**src/rtl/seq_array_mult.sv**
```systemverilog
// Iterative shift-add multiplier: one partial product per clock, optional
// two's-complement operands, valid/ready handshakes on both sides.
//
// Handshakes: a transfer happens on a rising edge where valid and ready are
// both high. in_ready is high only in IDLE, out_valid only in DONE; p stays
// stable while out_valid is high and keeps its value after the handshake.
module seq_array_mult #(
    parameter int WIDTH = 8
) (
    input  logic                 clk,
    input  logic                 rst_n,
    input  logic                 in_valid,
    output logic                 in_ready,
    input  logic [WIDTH-1:0]     a,
    input  logic [WIDTH-1:0]     b,
    input  logic                 signed_mode,
    output logic                 out_valid,
    input  logic                 out_ready,
    output logic [2*WIDTH-1:0]   p,
    output logic                 busy
);

    localparam int CW = (WIDTH > 1) ? $clog2(WIDTH) : 1;

    typedef enum logic [1:0] {
        IDLE = 2'd0,
        CALC = 2'd1,
        DONE = 2'd2
    } state_t;

    state_t              state;
    state_t              state_next;
    logic [WIDTH-1:0]    ma;
    logic [WIDTH-1:0]    mb;
    logic                neg;
    logic [CW-1:0]       count;
    logic [2*WIDTH-1:0]  acc;
    logic [2*WIDTH-1:0]  acc_sum;
    logic [2*WIDTH-1:0]  partial;
    logic                last_step;
    logic [WIDTH-1:0]    a_mag;
    logic [WIDTH-1:0]    b_mag;

    // The final step is the one that consumes multiplier bit WIDTH-1.
    assign last_step = (count == CW'(WIDTH - 1));

    // Operand magnitudes; |-2^(WIDTH-1)| still fits in WIDTH unsigned bits.
    always_comb begin
        a_mag = (signed_mode && a[WIDTH-1]) ? -a : a;
        b_mag = (signed_mode && b[WIDTH-1]) ? -b : b;
    end

    // Partial product for the current multiplier bit and the running sum.
    always_comb begin
        partial = '0;
        if (mb[0]) begin
            partial = {{WIDTH{1'b0}}, ma} << count;
        end
        acc_sum = acc + partial;
    end

    // State register.
    always_ff @(posedge clk or negedge rst_n) begin
        if (!rst_n) begin
            state <= IDLE;
        end else begin
            state <= state_next;
        end
    end

    // Next-state logic and state-decoded handshake outputs.
    always_comb begin
        state_next = state;
        in_ready   = 1'b0;
        out_valid  = 1'b0;
        busy       = 1'b0;
        case (state)
            IDLE: begin
                in_ready = 1'b1;
                if (in_valid) begin
                    state_next = CALC;
                end
            end
            CALC: begin
                busy = 1'b1;
                if (last_step) begin
                    state_next = DONE;
                end
            end
            DONE: begin
                busy      = 1'b1;
                out_valid = 1'b1;
                if (out_ready) begin
                    state_next = IDLE;
                end
            end
            default: begin
                state_next = IDLE;
            end
        endcase
    end

    // Datapath: capture magnitudes on accept, one shift-add step per CALC cycle,
    // apply the sign on the last step. No early exit, so latency is fixed.
    always_ff @(posedge clk or negedge rst_n) begin
        if (!rst_n) begin
            ma    <= '0;
            mb    <= '0;
            neg   <= 1'b0;
            count <= '0;
            acc   <= '0;
            p     <= '0;
        end else begin
            case (state)
                IDLE: begin
                    if (in_valid) begin
                        ma    <= a_mag;
                        mb    <= b_mag;
                        neg   <= signed_mode & (a[WIDTH-1] ^ b[WIDTH-1]);
                        count <= '0;
                        acc   <= '0;
                    end
                end
                CALC: begin
                    acc   <= acc_sum;
                    mb    <= mb >> 1;
                    count <= count + CW'(1);
                    if (last_step) begin
                        p <= neg ? -acc_sum : acc_sum;
                    end
                end
                default: begin
                end
            endcase
        end
    end

endmodule

```
**config.mk**
```make
export PLATFORM = sky130hd
export DESIGN_NAME = seq_array_mult
export DESIGN_NICKNAME = d
export VERILOG_FILES = /design/src/rtl/seq_array_mult.sv
export SDC_FILE = /design/constraint.sdc
export NUM_CORES = 1
export LEC_CHECK = 0
export ABC_AREA = 0
export BUFFER_PORTS_ARGS = -buffer_cell sky130_fd_sc_hd__buf_2
export CORE_UTILIZATION = 50
export DETAILED_ROUTE_END_ITERATION = 16
export HOLD_SLACK_MARGIN = 0.08
export PLACE_DENSITY = 0.7
export SLEW_MARGIN = 30
export SYNTH_ARGS = -nofsm -noshare
export SYNTH_HDL_FRONTEND = slang
export SYNTH_SLANG_ARGS = --single-unit
```
**constraint.sdc**
```tcl
create_clock -name clk -period 5.3 [get_ports clk]
set_input_delay 0.795 -clock clk [delete_from_list [all_inputs] [get_ports clk]]
set_output_delay 0.795 -clock clk [all_outputs]
set_load 0.02 [all_outputs]
```
==> flow_summary_export.csv <==
group,metric,value,unit
logic_synthesis,yosysSeqAreaShare,35.8,%
layout,syn_to_final_growth,9.29,%
floorplanning,initial_core_util,52.0,%
layout,final_nets,511,
min_path,hold_class,"reg -> reg",
timing,layout_min_cycle_time,4.34,ns
detailed_routing,wire_per_inst,13.9,um
logic_synthesis,syn_nets,484,
floorplanning,ioPinCount,40,
clock_tree,cts_htree_levels,2,
floorplanning,die_h,88.8,um
power,peakVddDrop,0.218,mV
logic_synthesis,yosysTopAreaCellShare,35.8,%
critical_path,path_delay_family,"simple AND/OR/NAND/NOR gates",
clock_tree,clk_pin_slew,0.10,ns
clock_tree,cts_hold_buffers,0,
timing,skew,0.00858,ns
status,status,"completed",
critical_path,cp_slowest_cell,"dfrtp_1",
placement,globalplace.congestion,0.914,
timing,final_max_slew_viol_count,0,
floorplanning,dieWidth,88.8,um
global_routing,grt_usage,22.1,%
logic_synthesis,synthCells,439,
critical_path,crit_path_start_kind,"flop",
logic_synthesis,synth_seq_cells,54,
timing,setup_viol_count_final,0,
detailed_routing,drcViolationCount,0,
clock_tree,cts_tree,"built",
placement,dpl.cell_count,558,
global_routing,antenna_found_initial,0,
power,total_power,2.13,mW
power,power_frac_seq,30.2,%
detailed_routing,wirelength,7860,um
power,p_per_area,517,nW/um2
detailed_routing,vias_per_cell,5.55,
logic_synthesis,yosysTopAreaCell,"dfrtp_1",
critical_path,cp_cell_sequence,"mux2_2, o21ai_0, o21ai_0, and2_1, ha_1, a21o_1, or4_4, a41oi_2, nand4bb_1, or4_1, o31ai_1, xor2_1, o21ai_1",
timing,slew_headroom,44.2,%
power,p_int,1.13,mW
logic_synthesis,synth_edf_count,0,
logic_synthesis,async_flop_share,100,%
logic_synthesis,ys_dominant_reg_cell,"dfrtp_1",
timing,rsz0062_at_grt,"no",
layout,stdcell_count,566,
placement,pre_cts_ws,0.978,ns
critical_path,worstSetupPathType,"reg -> reg",
power,p_leak,1.97,nW
floorplanning,dieArea,7890,um2
logic_synthesis,synth_area,3770,um2
clock_tree,clk_path_buf_depth,2,
clock_tree,ctsResizeCount,0,
layout,seq_area,1350,um2
logic_synthesis,yosysUniqueCellTypes,56,
timing,tns,0,ns
timing,finalCritPeriodShare,82.0,%
clock_tree,cts_root_buf,"clkbuf_8",
timing,hold_slack,0.482,ns
layout,layout-drive-gt1-share,13.5,%
clock_tree,insertion_delay,0.31,ns
detailed_routing,firstDrtPassIters,4,
global_routing,grt_pass1_wl,13500,um
clock_tree,numCtsBuffers,5,
placement,dpl.hpwl,6000,um
power,power.share.switching,47.2,%
power,combPwrFrac,58.2,%
critical_path,cp.required,5.47,ns
clock_tree,post_cts_buffers,0,
placement,port_buffers,39,
critical_path,cp.arrival,4.51,ns
layout,multi_input_area,2290,um2
logic_synthesis,synth.area.top_cells,"dfrtp_1 36%, ha_1 7.6%, nand2_1 7.3%",
critical_path,timing.critical_path.buf_inv,0,
detailed_routing,ant_nets,0,
critical_path,critPathMaxStageDelay,0.63,ns
critical_path,worstPathMaxFanout,13,
logic_synthesis,synth_warnings,0,
critical_path,path_common_cell,"o21ai_0",
timing,postLayoutSetupSlackWorst,0.956,ns
layout,antennaDiodeCount,0,
floorplanning,core,7250,um2
detailed_routing,vias,3143,
timing,max_freq,230,MHz
layout,n_fill_cell,706,
global_routing,grt_pass1_vias,2956,
power,clockPowerShare,11.6,%
detailed_routing,drt-initial-drc-count,159,
timing,hold_viol_final,0,
global_routing,grt-ovfl-total,0,
timing,tightest_slew,0.834,ns
power,p_switching,1.01,mW
clock_tree,cts.sinks,54,
logic_synthesis,synth.avg_cell_area,8.59,um2
critical_path,end_kind,"flop",
floorplanning,placementRows,31,
global_routing,grt_start_max_net_pins,55,
flow_run,max_cap_violations,0,
-- state kept, by name, indices dropped and copies added (netlist names) --
register  flops
neg           1
ma            8
mb            8
acc          16
p            16
state         2
count         3
-- metrics by stage --
| step | util, % | cell area [um2] |
|---|---|---|
| final | 56.8 | 4120 |
| after global placement | 55.5 | 4030 |
| after CTS | 56.8 | 4120 |
| after floorplan | - | 3770 |
| after detailed placement | 55.5 | 4030 |
| after global routing | 56.8 | 4120 |
-- cell usage after synthesis (all sizes together), types with 2 or more instances --
library cell and count:
nand2 73, dfrtp 54, o21ai 52, a21oi 32
ha 23, clkbuf 19, nor2 17, xor2 17
xnor2 16, inv 14, a22o 13, mux2i 10
nor3 10, nand3 8, nor2b 7, a21o 6
or3 6, and2 4, nand2b 4, nor3b 4
a311oi 3, and3 3, mux2 3, nand3b 3
nand4 3, o31ai 3, a211oi 2, a21boi 2
a41oi 2, buf 2, o2111ai 2, o21a 2
or2 2, or4 2
-- layout make-up --
cell class | instances | share of cell area, %
Clock inverter | 2 | 0.304
Tap cell | 99 | 3.01
Sequential cell | 54 | 32.8
Inverter | 14 | 1.28
Clock buffer | 6 | 2.00
Timing Repair Buffer | 41 | 5.10
Multi-Input combinational cell | 350 | 55.5
-- power groups by stage --
stage	registers (mW)	clock network [mW]	logic [mW]
final	0.645	0.247	1.24
after global routing	0.668	0.268	1.40
after CTS	0.645	0.252	1.25
after detailed placement	0.654	0	1.25
after global placement	0.649	0	1.21
after floorplan	0.595	0	1.02
-- cells by family after synthesis --
group	after synthesis	share of synthesized area [%]
multiplexers	13	3.55
flip-flops	54	35.8
XOR/XNOR	34	8.29
AND/OR/NAND/NOR	154	20.1
adder cells (fa/ha/maj)	24	8.16
AO/OA/AOI/OAI	125	20.5
buffers and inverters	35	3.58
-- path summary, 6_finish.rpt --
| check | startpoint | endpoint | slack, ns | cells after the start |
|---|---|---|---|---|
| max in group asynchronous | rst_n | ma[4]$_DFFE_PN0P_ | 4.25 | 2 |
| worst min register to register | p[12]$_DFFE_PN0P_ | p[12]$_DFFE_PN0P_ | 0.48 | 2 |
| worst max register to register | count[0]$_DFFE_PN0P_ | p[14]$_DFFE_PN0P_ | 0.96 | 13 |
| min in group asynchronous | rst_n | p[13]$_DFFE_PN0P_ | 0.59 | 2 |
| worst max-delay path | count[0]$_DFFE_PN0P_ | p[14]$_DFFE_PN0P_ | 0.96 | 13 |
| worst min-delay path | p[12]$_DFFE_PN0P_ | p[12]$_DFFE_PN0P_ | 0.48 | 2 |
-- layer usage --
metal / vias to the layer above / part of all wire [%] / track usage, % / routed length [um]
met1: 1475 / 45 / 27.7 / 3570
met5: - / 0 / 0 / 0
met4: 0 / 0.89 / 5.28 / 70
li1: 1607 / - / - / -
met2: 55 / 51 / 40.3 / 3980
met3: 6 / 3.0 / 2.80 / 233
-- cell usage in the layout (no fill, tap or decap), types with 6 or more instances in the layout --
master / synthesis / routed
buf_2: 0 / 39
clkbuf_8: 0 / 6
ha_1: 23 / 23
a22o_1: 13 / 13
nand3_1: 8 / 8
xnor2_1: 16 / 16
nand2_1: 73 / 73
a21o_1: 6 / 6
dfrtp_1: 54 / 54
nor2_1: 17 / 17
mux2i_1: 10 / 10
nor3_1: 10 / 10
inv_1: 14 / 14
a21oi_1: 32 / 32
xor2_1: 17 / 17
nor2b_1: 7 / 7
o21ai_0: 48 / 48
or3_1: 6 / 6
-- worst reg2reg max path, stage by stage (launching register included) --
cell and delay (ns):
dfrtp_1 0.63, mux2_2 0.40, o21ai_0 0.20, o21ai_0 0.12, and2_1 0.18, ha_1 0.41
a21o_1 0.27, or4_4 0.53, a41oi_2 0.24, nand4bb_1 0.14, or4_1 0.56, o31ai_1 0.30
xor2_1 0.17, o21ai_1 0.07
(Power assumes the default switching activity.)
